===== src/rtl/xbus_pkg.sv =====
// xbus_pkg: state encoding, MMIO map and byte-merge helper shared by the xbus controller
package xbus_pkg;
  typedef enum logic [1:0] {XS_IDLE, XS_ACCESS, XS_DONE} xs_state_e;
  localparam logic [3:0] MMIO_MTIME_LO = 4'h0;
  localparam logic [3:0] MMIO_MTIME_HI = 4'h4;
  localparam logic [3:0] MMIO_TOHOST = 4'h8;
  localparam int unsigned MMIO_BYTES = 16;
  localparam int unsigned MMIO_SHIFT = 4;
  function automatic int unsigned ram_shift(input int unsigned aw);
    return aw + 2;
  endfunction
  function automatic logic [31:0] be_merge(input logic [31:0] old, input logic [31:0] wd, input logic [3:0] be);
    for (int i = 0; i < 4; i++) be_merge[8*i +: 8] = be[i] ? wd[8*i +: 8] : old[8*i +: 8];
  endfunction
endpackage


===== src/rtl/xbus_mem_ctrl_if.sv =====
// xbus_mem_ctrl_if: core-side xbus request/response bundle
interface xbus_mem_ctrl_if;
  logic req, we, stall, err;
  logic [3:0] be;
  logic [31:0] addr, wdata, rdata;
  modport master (output req, we, be, addr, wdata, input rdata, stall, err);
  modport slave (input req, we, be, addr, wdata, output rdata, stall, err);
endinterface


===== src/rtl/xbus_mmio_regs.sv =====
// xbus_mmio_regs: free-running 64-bit mtime, byte-writable tohost and the MMIO read mux
module xbus_mmio_regs
  import xbus_pkg::*;
(
  input  logic        clk,
  input  logic        rst_n,
  input  logic        wr_en,
  input  logic [3:0]  off,
  input  logic [3:0]  be,
  input  logic [31:0] wdata,
  output logic [31:0] rdata,
  output logic [31:0] tohost
);
  logic [63:0] mtime;
  always_ff @(posedge clk or negedge rst_n)
    if (!rst_n) begin
      mtime <= '0;
      tohost <= '0;
    end else begin
      mtime <= mtime + 64'd1;
      if (wr_en && off == MMIO_TOHOST) tohost <= be_merge(tohost, wdata, be);
    end
  always_comb
    rdata = off == MMIO_MTIME_LO ? mtime[31:0] :
            off == MMIO_MTIME_HI ? mtime[63:32] :
            off == MMIO_TOHOST   ? tohost : '0;
endmodule


===== src/rtl/xbus_mem_ctrl.sv =====
// xbus_mem_ctrl: decodes aligned xbus requests to a single-port SRAM or the MMIO registers
module xbus_mem_ctrl
  import xbus_pkg::*;
#(
  parameter logic [31:0] RAM_BASE = 32'h0000_0000,
  parameter int unsigned RAM_AW = 12,
  parameter logic [31:0] MMIO_BASE = 32'h1000_0000,
  parameter int unsigned WAIT_CYCLES = 0
) (
  input  logic              clk,
  input  logic              rst_n,
  xbus_mem_ctrl_if.slave    bus,
  output logic              sram_ce,
  output logic              sram_we,
  output logic [3:0]        sram_be,
  output logic [RAM_AW-1:0] sram_addr,
  output logic [31:0]       sram_wdata,
  input  logic [31:0]       sram_rdata,
  output logic [31:0]       tohost
);
  localparam logic [4:0] CNT_LAST = 5'(WAIT_CYCLES + 1);
  xs_state_e state, state_n;
  logic [4:0] cnt;
  logic req_we, err_q;
  logic [3:0] req_be;
  logic [RAM_AW-1:0] req_word;
  logic [31:0] req_wdata, rdata_q, mmio_rdata;
  logic ram_hit, mmio_hit, mmio_sel, dec_err, capture;
  assign ram_hit = ((bus.addr - RAM_BASE) >> ram_shift(RAM_AW)) == 32'd0;
  assign mmio_hit = ((bus.addr - MMIO_BASE) >> MMIO_SHIFT) == 32'd0;
  assign dec_err = bus.be == 4'd0 || !(ram_hit || mmio_hit);
  // RAM wins if the two regions are ever parameterised to overlap
  assign mmio_sel = mmio_hit && !ram_hit && !dec_err;
  assign capture = state == XS_IDLE && bus.req;
  xbus_mmio_regs u_mmio (
    .clk(clk),
    .rst_n(rst_n),
    .wr_en(capture && bus.we && mmio_sel),
    .off({bus.addr[3:2], 2'b00}),
    .be(bus.be),
    .wdata(bus.wdata),
    .rdata(mmio_rdata),
    .tohost(tohost)
  );
  always_ff @(posedge clk or negedge rst_n)
    if (!rst_n) begin
      state <= XS_IDLE;
      cnt <= '0;
      req_we <= 1'b0;
      req_be <= '0;
      req_word <= '0;
      req_wdata <= '0;
      rdata_q <= '0;
      err_q <= 1'b0;
    end else begin
      state <= state_n;
      cnt <= state == XS_ACCESS ? cnt + 5'd1 : '0;
      if (capture) begin
        req_we <= bus.we;
        req_be <= bus.be;
        req_word <= bus.addr[RAM_AW+1:2];
        req_wdata <= bus.wdata;
        err_q <= dec_err;
        rdata_q <= mmio_sel && !bus.we ? mmio_rdata : '0;
      end else if (state == XS_ACCESS && cnt == 5'd1) begin
        rdata_q <= req_we ? '0 : sram_rdata;
      end
    end
  always_comb begin
    state_n = state;
    bus.stall = 1'b0;
    bus.rdata = '0;
    bus.err = 1'b0;
    case (state)
      XS_IDLE: begin
        bus.stall = bus.req;
        if (bus.req) state_n = ram_hit && !dec_err ? XS_ACCESS : XS_DONE;
      end
      XS_ACCESS: begin
        bus.stall = 1'b1;
        if (cnt == CNT_LAST) state_n = XS_DONE;
      end
      XS_DONE: begin
        bus.rdata = rdata_q;
        bus.err = err_q;
        state_n = XS_IDLE;
      end
      default: state_n = XS_IDLE;
    endcase
  end
  assign sram_ce = state == XS_ACCESS && cnt == 5'd0;
  assign sram_we = sram_ce && req_we;
  assign sram_be = sram_ce ? req_be : '0;
  assign sram_addr = sram_ce ? req_word : '0;
  assign sram_wdata = sram_ce ? req_wdata : '0;
endmodule


===== src/flat_wrapper.sv =====
// flat-port wrapper written by rule: the top's interface ports become plain ports
module xbus_mem_ctrl_flat import xbus_pkg::*;
#(
  parameter logic [31:0] RAM_BASE = 32'h0000_0000,
  parameter int unsigned RAM_AW = 12,
  parameter logic [31:0] MMIO_BASE = 32'h1000_0000,
  parameter int unsigned WAIT_CYCLES = 0
)
  (clk, rst_n, sram_ce, sram_we, sram_be, sram_addr, sram_wdata, sram_rdata, tohost, bus_req, bus_we, bus_be, bus_addr, bus_wdata, bus_rdata, bus_stall, bus_err);
  xbus_mem_ctrl_if bus_i ();
  input  logic clk;
  input  logic rst_n;
  output logic sram_ce;
  output logic sram_we;
  output logic [3:0] sram_be;
  output logic [RAM_AW-1:0] sram_addr;
  output logic [31:0] sram_wdata;
  input  logic [31:0] sram_rdata;
  output logic [31:0] tohost;
  input wire logic [$bits(bus_i.req)-1:0] bus_req;
  input wire logic [$bits(bus_i.we)-1:0] bus_we;
  input wire logic [$bits(bus_i.be)-1:0] bus_be;
  input wire logic [$bits(bus_i.addr)-1:0] bus_addr;
  input wire logic [$bits(bus_i.wdata)-1:0] bus_wdata;
  output wire logic [$bits(bus_i.rdata)-1:0] bus_rdata;
  output wire logic [$bits(bus_i.stall)-1:0] bus_stall;
  output wire logic [$bits(bus_i.err)-1:0] bus_err;
  assign bus_i.req = bus_req;
  assign bus_i.we = bus_we;
  assign bus_i.be = bus_be;
  assign bus_i.addr = bus_addr;
  assign bus_i.wdata = bus_wdata;
  assign bus_rdata = bus_i.rdata;
  assign bus_stall = bus_i.stall;
  assign bus_err = bus_i.err;
  xbus_mem_ctrl #(.RAM_BASE(RAM_BASE), .RAM_AW(RAM_AW), .MMIO_BASE(MMIO_BASE), .WAIT_CYCLES(WAIT_CYCLES)) u_core (.clk(clk), .rst_n(rst_n), .bus(bus_i), .sram_ce(sram_ce), .sram_we(sram_we), .sram_be(sram_be), .sram_addr(sram_addr), .sram_wdata(sram_wdata), .sram_rdata(sram_rdata), .tohost(tohost));
endmodule

===== config.mk =====
export PLATFORM = sky130hd
export DESIGN_NAME = xbus_mem_ctrl_flat
export DESIGN_NICKNAME = d
export VERILOG_FILES = /design/src/rtl/xbus_pkg.sv /design/src/rtl/xbus_mem_ctrl_if.sv /design/src/rtl/xbus_mmio_regs.sv /design/src/rtl/xbus_mem_ctrl.sv /design/src/flat_wrapper.sv
export SDC_FILE = /design/constraint.sdc
export NUM_CORES = 1
export LEC_CHECK = 0
export ABC_AREA = 1
export CAP_MARGIN = 20
export CELL_PAD_IN_SITES_DETAIL_PLACEMENT = 0
export CELL_PAD_IN_SITES_GLOBAL_PLACEMENT = 1
export CORE_ASPECT_RATIO = 1.25
export CORE_MARGIN = 4
export CORE_UTILIZATION = 30
export CTS_BUF_LIST = sky130_fd_sc_hd__clkbuf_8
export DETAILED_ROUTE_END_ITERATION = 12
export PLACE_DENSITY_LB_ADDON = 0.08
export SLEW_MARGIN = 20
export SYNTH_ARGS = -nofsm -noshare
export SYNTH_HDL_FRONTEND = slang
export SYNTH_HIERARCHICAL = 1
export SYNTH_SLANG_ARGS = --single-unit

===== constraint.sdc =====
create_clock -name clk -period 2.4 [get_ports clk]
set_input_delay 0.48 -clock clk [delete_from_list [all_inputs] [get_ports clk]]
set_output_delay 0.48 -clock clk [all_outputs]
set_load 0.01 [all_outputs]

Word-level counts from Yosys, hierarchy flattened:

Index checks and enable logic that the tools add are counted.

* reductions and logical operators: 29
* add/sub/neg operators: 3
* eq/ne operators: 7
* muxes and demuxes: 18

Operator list (count)
* $mux 32: 9
* $add 64x1->64 const B: 1
* $logic_not 32->1: 2
* $sub 32x29->32 const B: 1
* $mux 12: 1
* $logic_and 1x1->1: 11
* $reduce_and 2->1: 5
* $logic_not 4->1: 2
* $mux 2: 3
* $add 5x1->5 const B: 1
* $eq 5x1->1 const B: 1
* $logic_not 5->1: 1
* $mux 5: 1
* $eq 2x1->1 const B: 2
* $eq 2x2->1 const B: 2
* $logic_not 1->1: 4
* $mux 4: 1
* $ne 2x2->1 const B: 2
* $pmux 2 s2: 1
* $logic_not 2->1: 1
* $logic_or 1x1->1: 2
* $pmux 1 s2: 1
* $reduce_bool 2->1: 1
* $mux 1: 1

* register bits after elaboration: 185
* output and inout bits: 116

Logic depth before layout (Yosys ltp):

* depth after elaboration: 10
* mapped depth: 12
* depth with buffers taken out: 11

Modules after synthesis:

Netlist, hierarchy kept.

By module, submodules not included
* xbus_mmio_regs: cells an instance 738, times used 1, area an instance 5370.2 um^2
* xbus_mem_ctrl: cells an instance 731, times used 1, area an instance 4917.2 um^2

Least setup slack after synthesis:

No wires, ideal clock.

* path kind: register to register
* from: register u_core.state[0]
* to: register u_core.u_mmio.tohost[13]
* path buffers: 2
* stages on the path, launching flop included: 12
* arrival: 1.820 ns
* data required time: 2.276 ns
* setup slack: 0.457 ns
* setup time: 0.124 ns
* path through: dfrtp_1 or2_4 nor2_8 buf_2 nand2_1 nor3_1 inv_1 nor2_4 nand2_2 buf_2 nor2_1 a21oi_1

* longest elaborated chain between the ends: 6

Ends and longest elaborated chain
* from (decl): RTL line xbus_mem_ctrl.sv:22 `xs_state_e state, state_n;`
* from (signal assigned): RTL line xbus_mem_ctrl.sv:56 `state <= state_n;`
* $logic_not 2->1: RTL line xbus_mem_ctrl.sv:34 `assign capture = state == XS_IDLE && bus.req;`
* $logic_and 1x1->1: RTL line xbus_mem_ctrl.sv:34
* $logic_and 1x1->1 (2 in series): RTL line xbus_mem_ctrl.sv:38 `.wr_en(capture && bus.we && mmio_sel),`
* $logic_and 1x1->1: RTL line xbus_mmio_regs.sv:21 `if (wr_en && off == MMIO_TOHOST) tohost <= be_merge(tohost, wdata, be);`
* $reduce_and 2->1 (no source line)
* to (signal assigned): RTL line xbus_mmio_regs.sv:21
* to (decl): RTL line xbus_mmio_regs.sv:12 `output logic [31:0] tohost`

No other way between the ends.
A chain may end at the register's enable or synchronous reset.

Worst setup path in the final report:

* from: register u_core.cnt[1]
* to: output sram_wdata[29]

* longest elaborated chain between the ends: 3

Ends and longest elaborated chain
* from (decl): RTL line xbus_mem_ctrl.sv:23 `logic [4:0] cnt;`
* from (signal assigned): RTL line xbus_mem_ctrl.sv:57 `cnt <= state == XS_ACCESS ? cnt + 5'd1 : '0;`
* $logic_not 5->1: RTL line xbus_mem_ctrl.sv:91 `assign sram_ce = state == XS_ACCESS && cnt == 5'd0;`
* $logic_and 1x1->1: RTL line xbus_mem_ctrl.sv:91
* $mux 32: RTL line xbus_mem_ctrl.sv:95 `assign sram_wdata = sram_ce ? req_wdata : '0;`
* to (decl): RTL line flat_wrapper.sv:17 `output logic [31:0] sram_wdata;`

No other way between the ends.

==> results_dict.tcl <==
set metrics [dict create \
    firstDrtPassIters 5 \
    ys_seq_elements 185 \
    ant_nets 0 \
    cp.depth 7 \
    final.min_clock_period_ns 2.28 \
    worst_pin_slew_ns 0.928 \
    crit_arrival_ns 1.80 \
    synthCells 1469 \
    cts_sinks 185 \
    port_buffers 217 \
    fillers 3683 \
    path_cells "inv_2 > ha_1 > nand4_1 > buf_6 > buf_12 > nor2_1 > buf_2" \
    grt_pass1_wl_um 59900 \
    clkTransAtPathRegs_ns 0.11 \
    r2r_start "u_core/state[0]$_DFFE_PN0P_" \
    max-vdd-ir-drop_mv 0.278 \
    wl_per_cell_um 18.1 \
    p_per_area_mw_per_mm2 485 \
    cts_inserted_buffers 17 \
    antennaDiodeCount 0 \
    status "completed" \
    worst_slack_ns 0.120 \
    slowest_stage "dfrtp_1" \
    synthXorXnorAreaFrac 0.0281 \
    dpl_worst_slack_ns -0.148 \
    clock_skew_ns 0.0147 \
    tritoncts "yes" \
    yosysWarnings 6 \
    relSlewSlack 0.382 \
    synthMuxAreaShare 0 \
    grt_overflow 0 \
    top_layer "met5" \
    gp_congestion 0.924 \
    synth-simple-area-share 0.320 \
    layout-drive-gt1-share 0.103 \
    critPathKind "reg -> out" \
    final_max_slew_viol_count 0 \
    synth_top_cells_by_area "dfrtp_1 45%, nor2_1 14%, nand2_1 12%" \
    synth_area_leader_cell "dfrtp_1" \
    synth_seq_area_share 0.450 \
    critPathMaxStageDelay_ns 0.40 \
    clkLatencyLatePin_ns 0.51 \
    critPathLaunch "u_core/cnt[1]$_DFF_PN0_" \
    synth_compound_area_frac 0.0954 \
    leakagePower_nw 6.24 \
    initial_core_util 0.305 \
    drt-total-wl_um 38600 \
    antenna_found_initial 1 \
    die_y_um 215 \
    rows 75 \
    endpoint "sram_wdata[29]" \
    dr_wl_met3_um 2360 \
    synth_area_mm2 0.0103 \
    syn_avg_cell_area_um2 7.00 \
    async_flop_share 1.00 \
    synth_adder_area_share 0.00486 \
    pin_count 220 \
    final_util 0.397 \
    vias_per_cell 4.64 \
    worstPathMaxFanout 25 \
    clockRootBuffer "clkbuf_8" \
    grt_pass1_vias 10300 \
    htreeDepth 4 \
    num_vias 9919 \
    final.setup.tns_ns 0 \
    synth_top_family_by_area "simple AND/OR/NAND/NOR gates" \
    wl_met2_um 18300 \
    die_x_um 174 \
    die_area_mm2 0.0373 \
    synth_flop_cell "dfrtp_1" \
    fmax_ghz 0.439 \
    cp_data_required_time_ns 1.92 \
    max_cap_violations 0 \
    worstHoldPathType "reg -> reg" \
    drt_iter0_markers 604 \
    clk_path_buf_depth 2 \
    rsz0062_at_grt "yes" \
    grt_usage 0.208 \
    grt_max_degree 104 \
    synth_cell_types 32 \
    r2r_cells 10 \
    worstReg2RegEnd "u_core/u_mmio/tohost[1]$_DFFE_PN0P_" \
    dp_hpwl_um 30200 \
    critPathTopFamily "buffers and inverters" \
    post-route-period-util 0.950 \
    synth_top_area_frac 0.450 \
    final_net_count 1808 \
    syn_to_final_growth_pct 30.1 \
    wl_met1_um 16300 \
    end_kind "output port" \
    cp_num_buf_inv 4 \
    hold_viol_final 0 \
    r2r_setup_slack_ns 0.31 \
    drcViolationCount 0 \
    worstSetupStartpointType "flip-flop" \
    setup_viol 0 \
    synth_edf_count 0 \
    core_area_mm2 0.0337 \
]
## worst min-delay path by stage
| stage | from | to | cells after the start |
|---|---|---|---|
| 2_1_floorplan | rst_n | u_core/cnt[0]$_DFF_PN0_ | 0 |
| 3_3_place_gp | u_core/u_mmio/mtime[63]$_DFF_PN0_ | u_core/u_mmio/mtime[63]$_DFF_PN0_ | 2 |
| 3_5_place_dp | u_core/u_mmio/mtime[63]$_DFF_PN0_ | u_core/u_mmio/mtime[63]$_DFF_PN0_ | 2 |
| 4_1_cts | u_core/u_mmio/mtime[63]$_DFF_PN0_ | u_core/u_mmio/mtime[63]$_DFF_PN0_ | 2 |
| 5_1_grt | u_core/u_mmio/mtime[63]$_DFF_PN0_ | u_core/u_mmio/mtime[63]$_DFF_PN0_ | 2 |
| 6_report | u_core/u_mmio/mtime[63]$_DFF_PN0_ | u_core/u_mmio/mtime[63]$_DFF_PN0_ | 2 |
## where the power goes
group	leakage, nW	switching (mW)	internal [mW]	total [mW]
Clock	0.204	1.40	0.796	2.20
Combinational	3.79	0.524	0.399	0.923
Sequential	2.24	0.0728	3.30	3.38
Total	6.24	2.00	4.50	6.50
## cell usage after synthesis, types with 9 or more instances
cell type	number
a21oi_1	65
buf_2	18
clkbuf_1	26
dfrtp_1	185
inv_1	207
nand2_1	330
nand2_2	13
nand3_1	46
nand4_1	9
nor2_1	386
o21ai_0	60
o21ai_1	15
o221ai_1	32
xnor2_1	20
xor2_1	13
## flip-flops by register name, summed over array words and instances (netlist names)
register              flops
u_core/req_wdata         32
u_core/u_mmio/tohost     32
u_core/u_mmio/mtime      64
u_core/cnt                5
u_core/rdata_q           32
u_core/state              2
u_core/err_q              1
u_core/req_we             1
u_core/req_word          12
u_core/req_be             4
## cell families (layout without fill, tap and decap cells)
group,count (synthesis),after routing
compound gates,172,172
xor+xnor,33,33
fa+ha+maj,4,4
buf+inv,265,506
flops,185,185
other cells,1,4
simple gates,809,809
## per-stage QoR
step	cells	area, um2	hold WS, ns	total power [mW]
CTS	2134	13400	0.500	6.62
detailed placement	2097	13200	0.473	4.41
global placement	2097	13200	0.462	4.40
finish	2136	13400	0.495	6.50
floorplan	1472	10300	0.184	3.89
global route	2136	13400	0.525	6.85
## cell type report
type,count,area [um2],share of cell area
multi-input cells,1022,4660,0.348
flip-flops and latches,185,4630,0.346
clock inverters,15,166,0.0124
well taps,423,529,0.0395
clock buffers,17,234,0.0175
repair buffers,262,2360,0.177
inverters,212,797,0.0595
## worst min-delay path, cell delays in order, from the launching register on
cell and delay (ns):
dfrtp_1 0.35, o21ai_1 0.06, nand2_1 0.05
## placed cells by master, fill, tap and decap left out, types with 2 or more instances in the layout
master,instances
buf_4,37
ha_1,4
nor2_8,2
dfrtp_1,185
conb_1,4
inv_6,5
clkinv_4,2
dlygate4sd2_1,34
xor2_1,13
nand2_1,330
o21ai_1,15
nor2_2,17
buf_2,45
xnor2_1,20
nand4_1,9
inv_2,4
inv_8,5
nor2_1,375
nor3_1,2
nand3_1,46
inv_1,206
a21oi_1,65
clkdlybuf4s50_1,132
nand2_2,13
o221ai_1,32
nand3b_1,3
clkinv_8,3
buf_12,8
nand2_4,2
nor2_4,6
clkbuf_8,18
o21ai_0,60
## layer usage
layer	GRT usage	up-vias
li1	-	4962
met1	0.254	4637
met2	0.346	258
met3	0.0550	60
met4	0.0916	2
met5	0	-
## repair_timing
action,4_1_cts,5_1_grt
hold buffers,1,0
gates resized for setup,236,17
cloned,1,0
setup buffers,3,2
setup endpoints to repair,84,50
endpoints found under the hold margin,49,0
Note: power is estimated with default switching activity, not from simulation.
